**src/rtl/ctrl_pkg.sv**
```systemverilog
// ctrl_pkg: control-bundle type, ALUOp encodings and the bubble constant shared by the control pipeline
package ctrl_pkg;
  typedef struct packed {
    logic       reg_write;
    logic       mem_read;
    logic       mem_write;
    logic       branch;
    logic       alu_src;
    logic [1:0] alu_op;
    logic       mem_to_reg;
  } ctrl_t;
  localparam logic [1:0] ALUOP_ADD   = 2'b00;
  localparam logic [1:0] ALUOP_BR    = 2'b01;
  localparam logic [1:0] ALUOP_FUNCT = 2'b10;
  localparam ctrl_t CTRL_NOP = '0;
endpackage

```
**src/rtl/ctrl_pipe_hazard_detect.sv**
```systemverilog
// hazard_detect: combinational load-use hazard, IF/ID stall and wrong-path flush
module hazard_detect #(
  parameter int REG_AW = 5
) (
  input  logic              id_valid,
  input  logic              id_alu_src,
  input  logic              id_mem_write,
  input  logic [REG_AW-1:0] id_rs1,
  input  logic [REG_AW-1:0] id_rs2,
  input  logic              ex_valid,
  input  logic              ex_mem_read,
  input  logic [REG_AW-1:0] ex_rd,
  input  logic              ex_branch_taken,
  output logic              hz,
  output logic              stall,
  output logic              flush
);
  logic uses_rs2;
  // A load in EX whose result the ID instruction reads forces one bubble; x0 never counts.
  // A taken branch squashes the ID instruction, so a flush overrides the stall request.
  always_comb begin
    uses_rs2 = ~id_alu_src | id_mem_write;
    hz       = id_valid & ex_valid & ex_mem_read & (ex_rd != '0) &
               ((ex_rd == id_rs1) | (uses_rs2 & (ex_rd == id_rs2)));
    flush    = ex_branch_taken & ex_valid;
    stall    = hz & ~flush;
  end
endmodule

```
**src/rtl/ctrl_pipe.sv**
```systemverilog
// ctrl_pipe: carries decoded control through ID/EX, EX/MEM, MEM/WB with load-use stall, branch flush and stall counter
module ctrl_pipe
  import ctrl_pkg::*;
#(
  parameter int CNT_W  = 16,
  parameter int REG_AW = 5
) (
  input  logic              clk,
  input  logic              rst_n,
  input  logic              id_valid,
  input  logic              id_reg_write,
  input  logic              id_mem_read,
  input  logic              id_mem_write,
  input  logic              id_branch,
  input  logic              id_alu_src,
  input  logic              id_mem_to_reg,
  input  logic [1:0]        id_alu_op,
  input  logic [REG_AW-1:0] id_rs1,
  input  logic [REG_AW-1:0] id_rs2,
  input  logic [REG_AW-1:0] id_rd,
  input  logic              ex_branch_taken,
  output logic              ex_valid,
  output logic              ex_reg_write,
  output logic              ex_mem_read,
  output logic              ex_mem_write,
  output logic              ex_branch,
  output logic              ex_alu_src,
  output logic              ex_mem_to_reg,
  output logic [1:0]        ex_alu_op,
  output logic [REG_AW-1:0] ex_rd,
  output logic              mem_valid,
  output logic              mem_reg_write,
  output logic              mem_mem_read,
  output logic              mem_mem_write,
  output logic              mem_mem_to_reg,
  output logic [REG_AW-1:0] mem_rd,
  output logic              wb_valid,
  output logic              wb_reg_write,
  output logic              wb_mem_to_reg,
  output logic [REG_AW-1:0] wb_rd,
  output logic              stall_if_id,
  output logic              flush_if_id,
  output logic [CNT_W-1:0]  stall_count
);
  ctrl_t id_c, ex_c;
  logic  hz;

  assign id_c = '{reg_write: id_reg_write, mem_read: id_mem_read, mem_write: id_mem_write,
                  branch: id_branch, alu_src: id_alu_src, alu_op: id_alu_op,
                  mem_to_reg: id_mem_to_reg};

  hazard_detect #(.REG_AW(REG_AW)) u_hz (
    .id_valid        (id_valid),
    .id_alu_src      (id_alu_src),
    .id_mem_write    (id_mem_write),
    .id_rs1          (id_rs1),
    .id_rs2          (id_rs2),
    .ex_valid        (ex_valid),
    .ex_mem_read     (ex_mem_read),
    .ex_rd           (ex_rd),
    .ex_branch_taken (ex_branch_taken),
    .hz              (hz),
    .stall           (stall_if_id),
    .flush           (flush_if_id)
  );

  // ID->EX: bubble on hazard or flush, otherwise take the decoder bundle with invalid slots zeroed
  always_ff @(posedge clk or negedge rst_n) begin
    if (!rst_n) begin
      ex_valid <= 1'b0;
      ex_c     <= CTRL_NOP;
      ex_rd    <= '0;
    end else if (hz || flush_if_id) begin
      ex_valid <= 1'b0;
      ex_c     <= CTRL_NOP;
      ex_rd    <= '0;
    end else begin
      ex_valid <= id_valid;
      ex_c     <= id_valid ? id_c : CTRL_NOP;
      ex_rd    <= id_rd;
    end
  end

  assign ex_reg_write  = ex_c.reg_write;
  assign ex_mem_read   = ex_c.mem_read;
  assign ex_mem_write  = ex_c.mem_write;
  assign ex_branch     = ex_c.branch;
  assign ex_alu_src    = ex_c.alu_src;
  assign ex_alu_op     = ex_c.alu_op;
  assign ex_mem_to_reg = ex_c.mem_to_reg;

  // EX->MEM and MEM->WB: free-running advance, no back-pressure
  always_ff @(posedge clk or negedge rst_n) begin
    if (!rst_n) begin
      mem_valid      <= 1'b0;
      mem_reg_write  <= 1'b0;
      mem_mem_read   <= 1'b0;
      mem_mem_write  <= 1'b0;
      mem_mem_to_reg <= 1'b0;
      mem_rd         <= '0;
      wb_valid       <= 1'b0;
      wb_reg_write   <= 1'b0;
      wb_mem_to_reg  <= 1'b0;
      wb_rd          <= '0;
    end else begin
      mem_valid      <= ex_valid;
      mem_reg_write  <= ex_c.reg_write;
      mem_mem_read   <= ex_c.mem_read;
      mem_mem_write  <= ex_c.mem_write;
      mem_mem_to_reg <= ex_c.mem_to_reg;
      mem_rd         <= ex_rd;
      wb_valid       <= mem_valid;
      wb_reg_write   <= mem_reg_write;
      wb_mem_to_reg  <= mem_mem_to_reg;
      wb_rd          <= mem_rd;
    end
  end

  // Stall-cycle counter that sticks at all-ones instead of wrapping
  always_ff @(posedge clk or negedge rst_n) begin
    if (!rst_n) stall_count <= '0;
    else if (stall_if_id && stall_count != {CNT_W{1'b1}}) stall_count <= stall_count + CNT_W'(1);
  end
endmodule

```
**config.mk**
```make
export PLATFORM = sky130hd
export DESIGN_NAME = ctrl_pipe
export DESIGN_NICKNAME = d
export VERILOG_FILES = /design/src/rtl/ctrl_pkg.sv /design/src/rtl/ctrl_pipe_hazard_detect.sv /design/src/rtl/ctrl_pipe.sv
export SDC_FILE = /design/constraint.sdc
export NUM_CORES = 1
export LEC_CHECK = 0
export ABC_AREA = 1
export CAP_MARGIN = 20
export CELL_PAD_IN_SITES_DETAIL_PLACEMENT = 0
export CELL_PAD_IN_SITES_GLOBAL_PLACEMENT = 1
export CORE_ASPECT_RATIO = 1.75
export CORE_MARGIN = 4
export CORE_UTILIZATION = 33
export CTS_BUF_LIST = sky130_fd_sc_hd__clkbuf_4 sky130_fd_sc_hd__clkbuf_8
export DETAILED_ROUTE_END_ITERATION = 8
export PLACE_DENSITY_LB_ADDON = 0.1
export SETUP_SLACK_MARGIN = 0.4
export SYNTH_ARGS = -nofsm -noshare
export SYNTH_HDL_FRONTEND = slang
export SYNTH_SLANG_ARGS = --single-unit
export TNS_END_PERCENT = 30
```
**constraint.sdc**
```tcl
create_clock -name clk -period 1.77 [get_ports clk]
set_input_delay 0.354 -clock clk [delete_from_list [all_inputs] [get_ports clk]]
set_output_delay 0.354 -clock clk [all_outputs]
set_load 0.1 [all_outputs]
```
== After elaboration in Yosys (flattened, before gate mapping) ==
Index checks and enable logic that the tools add are counted.

* Bits in registers: 48

* Reductions and logical operators: 3
* Bitwise logic cells: 11
* Muxes and demuxes: 4
* Equal/unequal tests: 3
* Add/subtract/negate cells: 1

{| class="wikitable"
|+ Operators by type and width
! cell !! count
|-
| $add 16x1->16 const B || 1
|-
| $mux 8 || 2
|-
| $ne 16x16->1 const B || 1
|-
| $eq 5x5->1 || 2
|-
| $and 1x1->1 || 7
|-
| $mux 5 || 1
|-
| $reduce_bool 5->1 || 1
|-
| $not 1->1 || 2
|-
| $or 1x1->1 || 2
|-
| $logic_and 1x1->1 || 1
|-
| $logic_or 1x1->1 || 1
|-
| $mux 1 || 1
|}

== Depth between registers and ports, before layout ==
* Depth in word-level cells: 7
* Gate-level depth with buffers: 11
* Gate-level depth less buffers: 10

== Hierarchy ==
A second synthesis with hierarchy kept.

* Cells, all modules: 272
* Area, all modules: 2,217.1 um^2

{| class="wikitable"
|+ By module, submodules not included
! module !! cells each !! instances !! area each (um^2)
|-
| ctrl_pipe || 211 || 1 || 1,963.1
|-
| hazard_detect || 61 || 1 || 254.0
|}

== Worst setup path after synthesis ==
No wires, ideal clock.

* Path type: reg-to-output
* Start: reg ex_rd[0]
* End: out stall_if_id
* Stages on the path, launching flop included: 9
* Path slack: -785 ps
* Arrival: 2,201 ps
* Data required time: 1,416 ps
* Path buffers: 0
* Path through: dfrtp_1 inv_1 nand2_1 nand2_1 nor2_1 nand3_1 nand2_2 nand3_2 inv_1

* Cells in the longest elaborated chain, start to end: 5
* Elaborated cells on any way between the ends: 8
* Classes of those cells: eq/ne: 2; bitwise: 5; reduce/logical: 1

{| class="wikitable"
|+ Ends and longest elaborated chain
! what !! line !! RTL
|-
| start, declared || ctrl_pipe.sv:30 || <nowiki>output logic [REG_AW-1:0] ex_rd,</nowiki>
|-
| start signal, assigned || ctrl_pipe.sv:80 || <nowiki>ex_rd <= id_rd;</nowiki>
|-
| $eq 5x5->1 || ctrl_pipe_hazard_detect.sv:24 || <nowiki>((ex_rd == id_rs1) | (uses_rs2 & (ex_rd == id_rs2)));</nowiki>
|-
| $and 1x1->1 || ctrl_pipe_hazard_detect.sv:24 ||
|-
| $or 1x1->1 || ctrl_pipe_hazard_detect.sv:24 ||
|-
| $and 1x1->1 * || ctrl_pipe_hazard_detect.sv:23 || <nowiki>hz = id_valid & ex_valid & ex_mem_read & (ex_rd != '0) &</nowiki>
|-
| $and 1x1->1 * || ctrl_pipe_hazard_detect.sv:26 || <nowiki>stall = hz & ~flush;</nowiki>
|-
| end, declared || ctrl_pipe.sv:41 || <nowiki>output logic stall_if_id,</nowiki>
|}

Mark *: on every way between the ends. The rest lies on a longest branch, timed or not.

== Worst setup path in the final report ==
* Start: in id_rs2[2]
* End: out stall_if_id

* Cells in the longest elaborated chain, start to end: 5

{| class="wikitable"
|+ Ends and longest elaborated chain
! what !! line !! RTL
|-
| start, declared || ctrl_pipe.sv:19 || <nowiki>input logic [REG_AW-1:0] id_rs2,</nowiki>
|-
| $eq 5x5->1 || ctrl_pipe_hazard_detect.sv:24 ||
|-
| $and 1x1->1 || ctrl_pipe_hazard_detect.sv:24 ||
|-
| $or 1x1->1 || ctrl_pipe_hazard_detect.sv:24 ||
|-
| $and 1x1->1 || ctrl_pipe_hazard_detect.sv:23 ||
|-
| $and 1x1->1 || ctrl_pipe_hazard_detect.sv:26 ||
|}

No other way between the ends.

==> qor_table.md <==
| Result | Reported |
|---|---|
| Share of the clock period used by the worst path after layout | 1.13 |
| Transition time at the pin with the least slew margin | 469 ps |
| Seq/Total Area, Yosys | 0.565 |
| Share of async-settable or async-resettable flops after synthesis | 1.00 |
| CP Buf/Inv Count | 4 |
| Maximum clock skew at final layout | 7.28 ps |
| Final number of max-transition violations | 0 |
| GRT Util Overall | 0.164 |
| Synth top cells by count | sky130_fd_sc_hd__nand2_1, sky130_fd_sc_hd__dfrtp_1, sky130_fd_sc_hd__inv_1, sky130_fd_sc_hd__nor2_1 |
| Maximum number of pins on one net before global-route repair | 21 |
| Simple logic cell fraction of the synthesized area | 0.291 |
| Critical Path Source Type | primary input |
| Post-route DRC violation count | 0 |
| Avg Inst Size Synth | 8.41 µm² |
| Switching Fraction | 0.341 |
| Global placement routability congestion | 0.901 |
| Dominant cell type by area after synthesis | sky130_fd_sc_hd__dfrtp_1 |
| Total of endpoints with negative setup slack in the final report | 17 |
| Number of CTS-inserted buffers | 5 |
| Class of the worst hold path | register to register |
| First-pass GRT wire length | 9470 µm |
| Share of the synthesized area in compound gates (AO/OA/AOI/OAI) | 0.00353 |
| Post-synthesis instance area | 2130 µm² |
| Proportion of layout cells with a drive suffix above 1 | 0.384 |
| Status | complete, but fails checks |
| Worst-case vdd ir drop | 487 µV |
| Fraction of post-synthesis cell area in the top cell type by area | 0.565 |
| Worst hold slack | 436 ps |
| Full die area | 7840 µm² |
| Fillcell total | 518 |
| Cell chain of the critical path | clkdlybuf4s50_1, inv_1, nand2_1, nand2_1, nor2_2, nand3_1, nand2_2, nand3_4, clkinvlp_4, buf_12 |
| Count of mapped cells out of synthesis | 253 |
| Routed wire length | 5920 µm |
| Starting utilization of the core area | 0.342 |
| Crit-path most repeated cell | sky130_fd_sc_hd__nand2_1 |
| Count of boundary I/O pins | 77 |
| Hold violation total from the final report | 0 |
| Most flops, register | stall_count |
| Biggest area contributors in the synthesized netlist | sky130_fd_sc_hd__dfrtp_1, sky130_fd_sc_hd__nand2_1, sky130_fd_sc_hd__inv_1 |
| NetSw | 0.986 mW |
| Overall die width | 68.7 µm |
| Combinational share of power | 0.298 |
| Worst setup margin | -224 ps |
| Final layout net count | 384 |
| Multiplexer area fraction after synthesis | 0 |
| Register bit total from synthesis | 48 |
| TNS Setup | -822 ps |
| Worst Path Arrival | 1640 ps |
| Leakage | 1.86 nW |
| Total core area | 6230 µm² |
| CTS tree | yes |
| Signed area change from the synthesized netlist to the final layout | 88.6% |
| Clock sink total | 48 |
| FMAX | 0.501 GHz |
| H-Tree Depth | 2 |
| Largest register FFs | 16 |
| Post-DP HPWL | 4610 µm |
| Total via count after detailed routing | 1962 |
| Worst-case headroom to the max-slew limit | 0.685 |
| Count of inserted antenna diode cells | 0 |
| Most common flop cell mapped by yosys | sky130_fd_sc_hd__dfrtp_1 |
| CTS root buf | sky130_fd_sc_hd__clkbuf_8 |
| Vertical die dimension | 114 µm |
| Antenna-violating nets left | 0 |
| Initial antenna violation count | 0 |
| Int Pwr | 1.91 mW |
| Crit end category | output port |
| Longest individual stage delay on the worst path | 470 ps |
| RSZ-0062 raised after global routing | true |
| Longest Clk Path Bufs | 2 |
| Post-synthesis share of cell area spent on full adders, half adders and majority gates | 0.00588 |
| Clk slew on worst S/H paths | 90 ps |
| CP required | 1420 ps |
| Cell Pwr Density | 722 nW/µm² |
| Clock network latency to the later pin of the worst-skew pair | 300 ps |
| Number of port buffers | 76 |
| Number of enable-type register cells in the synthesized netlist | 0 |
| Clk pwr share | 0.280 |
| Via count of the first global-routing pass | 2057 |
| Row count | 38 |
| Combinational family with the most area after synthesis | simple AND/OR/NAND/NOR gates |
| Failing checks | negative setup slack |
| Type of the worst setup path | primary input to output port |
| Slowest cell on the critical path | sky130_fd_sc_hd__clkdlybuf4s50_1 |
| CP delay by family, top | buffers and inverters |
| Number of unique standard cell types used by synthesis | 19 |
| CP max FO | 2 |
| Total congestion overflow after global routing | 0 |
| Syn. warnings | 0 |
| Detailed-routing iteration count for the pre-antenna-repair pass | 4 |
| Top-count cell post-synth | sky130_fd_sc_hd__nand2_1 |
| Mean number of vias per cell | 4.49 |
| Detailed-route wire length per cell | 13.5 µm |
| Number of violations reported at the end of detailed-routing iteration 0 | 131 |
| Sequential group share of total power | 0.422 |
| Reported max-cap violation count | 0 |
| Post-synth net total | 281 |
| Xor and xnor area share after synthesis | 0.0618 |
| Final worst path period need | 1990 ps |
## worst reg2reg max path, stage by stage (launching register included)
cell                        delay, ps
sky130_fd_sc_hd__dfrtp_4          510
sky130_fd_sc_hd__nand2_1           80
sky130_fd_sc_hd__nand2_1           50
sky130_fd_sc_hd__nor2_1           130
sky130_fd_sc_hd__nand3_1          110
sky130_fd_sc_hd__nand2_2          100
sky130_fd_sc_hd__nand3_4           90
sky130_fd_sc_hd__buf_4            140
sky130_fd_sc_hd__buf_4            130
sky130_fd_sc_hd__nor2_4           160
sky130_fd_sc_hd__clkbuf_16        170
sky130_fd_sc_hd__nand2_1           50
sky130_fd_sc_hd__nand2_1           50
## power by group through the flow
stage / Combinational [mW] / Clock (mW) / Sequential (mW)
4_1_cts: 0.838 / 0.846 / 1.22
3_5_place_dp: 0.817 / 0 / 1.25
2_1_floorplan: 0.0855 / 0 / 1.59
6_report: 0.863 / 0.811 / 1.22
5_1_grt: 0.901 / 0.889 / 1.23
3_3_place_gp: 0.814 / 0 / 1.25
## cell type report
class                   count  area (µm²)  area share
repair buffers            100        1500       0.374
flip-flops and latches     48        1260       0.315
multi-input cells         168         901       0.225
inverters                  33         130      0.0324
well taps                  80         100      0.0250
clock buffers               5        68.8      0.0172
clock inverters             3        47.5      0.0119
## worst paths after layout
check / startpoint / endpoint / slack, ps / depth (start not counted)
worst min register to register: mem_rd[2] / wb_rd[2] / 440 / 0
min in group asynchronous: rst_n / stall_count[15] / 530 / 2
worst max register to register: ex_rd[1] / stall_count[15] / -40 / 12
worst min-delay path: mem_rd[2] / wb_rd[2] / 440 / 0
worst max-delay path: id_rs2[2] / stall_if_id / -220 / 10
max in group asynchronous: rst_n / ex_rd[4] / 690 / 3
## stage by stage
stage / power, mW / setup WS [ps] / cells / cell area [µm²] / util
floorplan: 1.68 / -113 / 253 / 2230 / -
finish: 2.89 / -224 / 437 / 4010 / 0.644
global placement: 2.06 / -255 / 418 / 3680 / 0.592
CTS: 2.91 / -206 / 432 / 3880 / 0.623
global route: 3.02 / -298 / 437 / 4010 / 0.644
detailed placement: 2.07 / -280 / 418 / 3680 / 0.592
## logic make-up (layout without fill, tap and decap cells)
family	count (synthesis)	count (layout)
buffers and inverters	37	141
AO/OA/AOI/OAI	1	1
XOR/XNOR	15	15
AND/OR/NAND/NOR	151	151
flip-flops	48	48
adder cells (fa/ha/maj)	1	1
## what timing repair did
| item | CTS | global route |
|---|---|---|
| endpoints found under the hold margin | 15 | 0 |
| endpoints found under the setup margin | 40 | 47 |
| pin swaps | 11 | 11 |
| hold buffers | 1 | 0 |
| cloned | 0 | 1 |
| setup buffers | 5 | 4 |
| gates resized for setup | 18 | 22 |
## metal layers
layer,global-route usage,wire [µm],part of all wire
met5,0,0,0
met4,0.0833,212,0.036
met3,0.0462,402,0.068
met2,0.306,3520,0.59
met1,0.152,1780,0.30
## placed cells by master, fill, tap and decap left out
| cell type | instances |
|---|---|
| sky130_fd_sc_hd__nand4_1 | 2 |
| sky130_fd_sc_hd__dfrtp_4 | 13 |
| sky130_fd_sc_hd__buf_12 | 53 |
| sky130_fd_sc_hd__nor2_1 | 17 |
| sky130_fd_sc_hd__clkinv_4 | 2 |
| sky130_fd_sc_hd__inv_2 | 6 |
| sky130_fd_sc_hd__nor3_1 | 6 |
| sky130_fd_sc_hd__nor3_2 | 1 |
| sky130_fd_sc_hd__nand4_2 | 1 |
| sky130_fd_sc_hd__xnor2_1 | 4 |
| sky130_fd_sc_hd__nand2_4 | 1 |
| sky130_fd_sc_hd__clkbuf_16 | 1 |
| sky130_fd_sc_hd__clkinvlp_4 | 1 |
| sky130_fd_sc_hd__nand3_4 | 2 |
| sky130_fd_sc_hd__nand2_1 | 93 |
| sky130_fd_sc_hd__inv_4 | 1 |
| sky130_fd_sc_hd__dfrtp_2 | 10 |
| sky130_fd_sc_hd__clkbuf_8 | 5 |
| sky130_fd_sc_hd__inv_1 | 25 |
| sky130_fd_sc_hd__o21bai_1 | 1 |
| sky130_fd_sc_hd__dfrtp_1 | 25 |
| sky130_fd_sc_hd__ha_4 | 1 |
| sky130_fd_sc_hd__buf_4 | 15 |
| sky130_fd_sc_hd__dlygate4sd2_1 | 6 |
| sky130_fd_sc_hd__clkdlybuf4s50_1 | 19 |
| sky130_fd_sc_hd__nor2_4 | 10 |
| sky130_fd_sc_hd__bufinv_16 | 1 |
| sky130_fd_sc_hd__nand2_2 | 5 |
| sky130_fd_sc_hd__dlygate4sd3_1 | 1 |
| sky130_fd_sc_hd__buf_2 | 1 |
| sky130_fd_sc_hd__nor2_2 | 3 |
| sky130_fd_sc_hd__nand3_1 | 10 |
| sky130_fd_sc_hd__xor2_1 | 11 |
| sky130_fd_sc_hd__buf_6 | 4 |
Note: power is estimated with default switching activity, not from simulation.
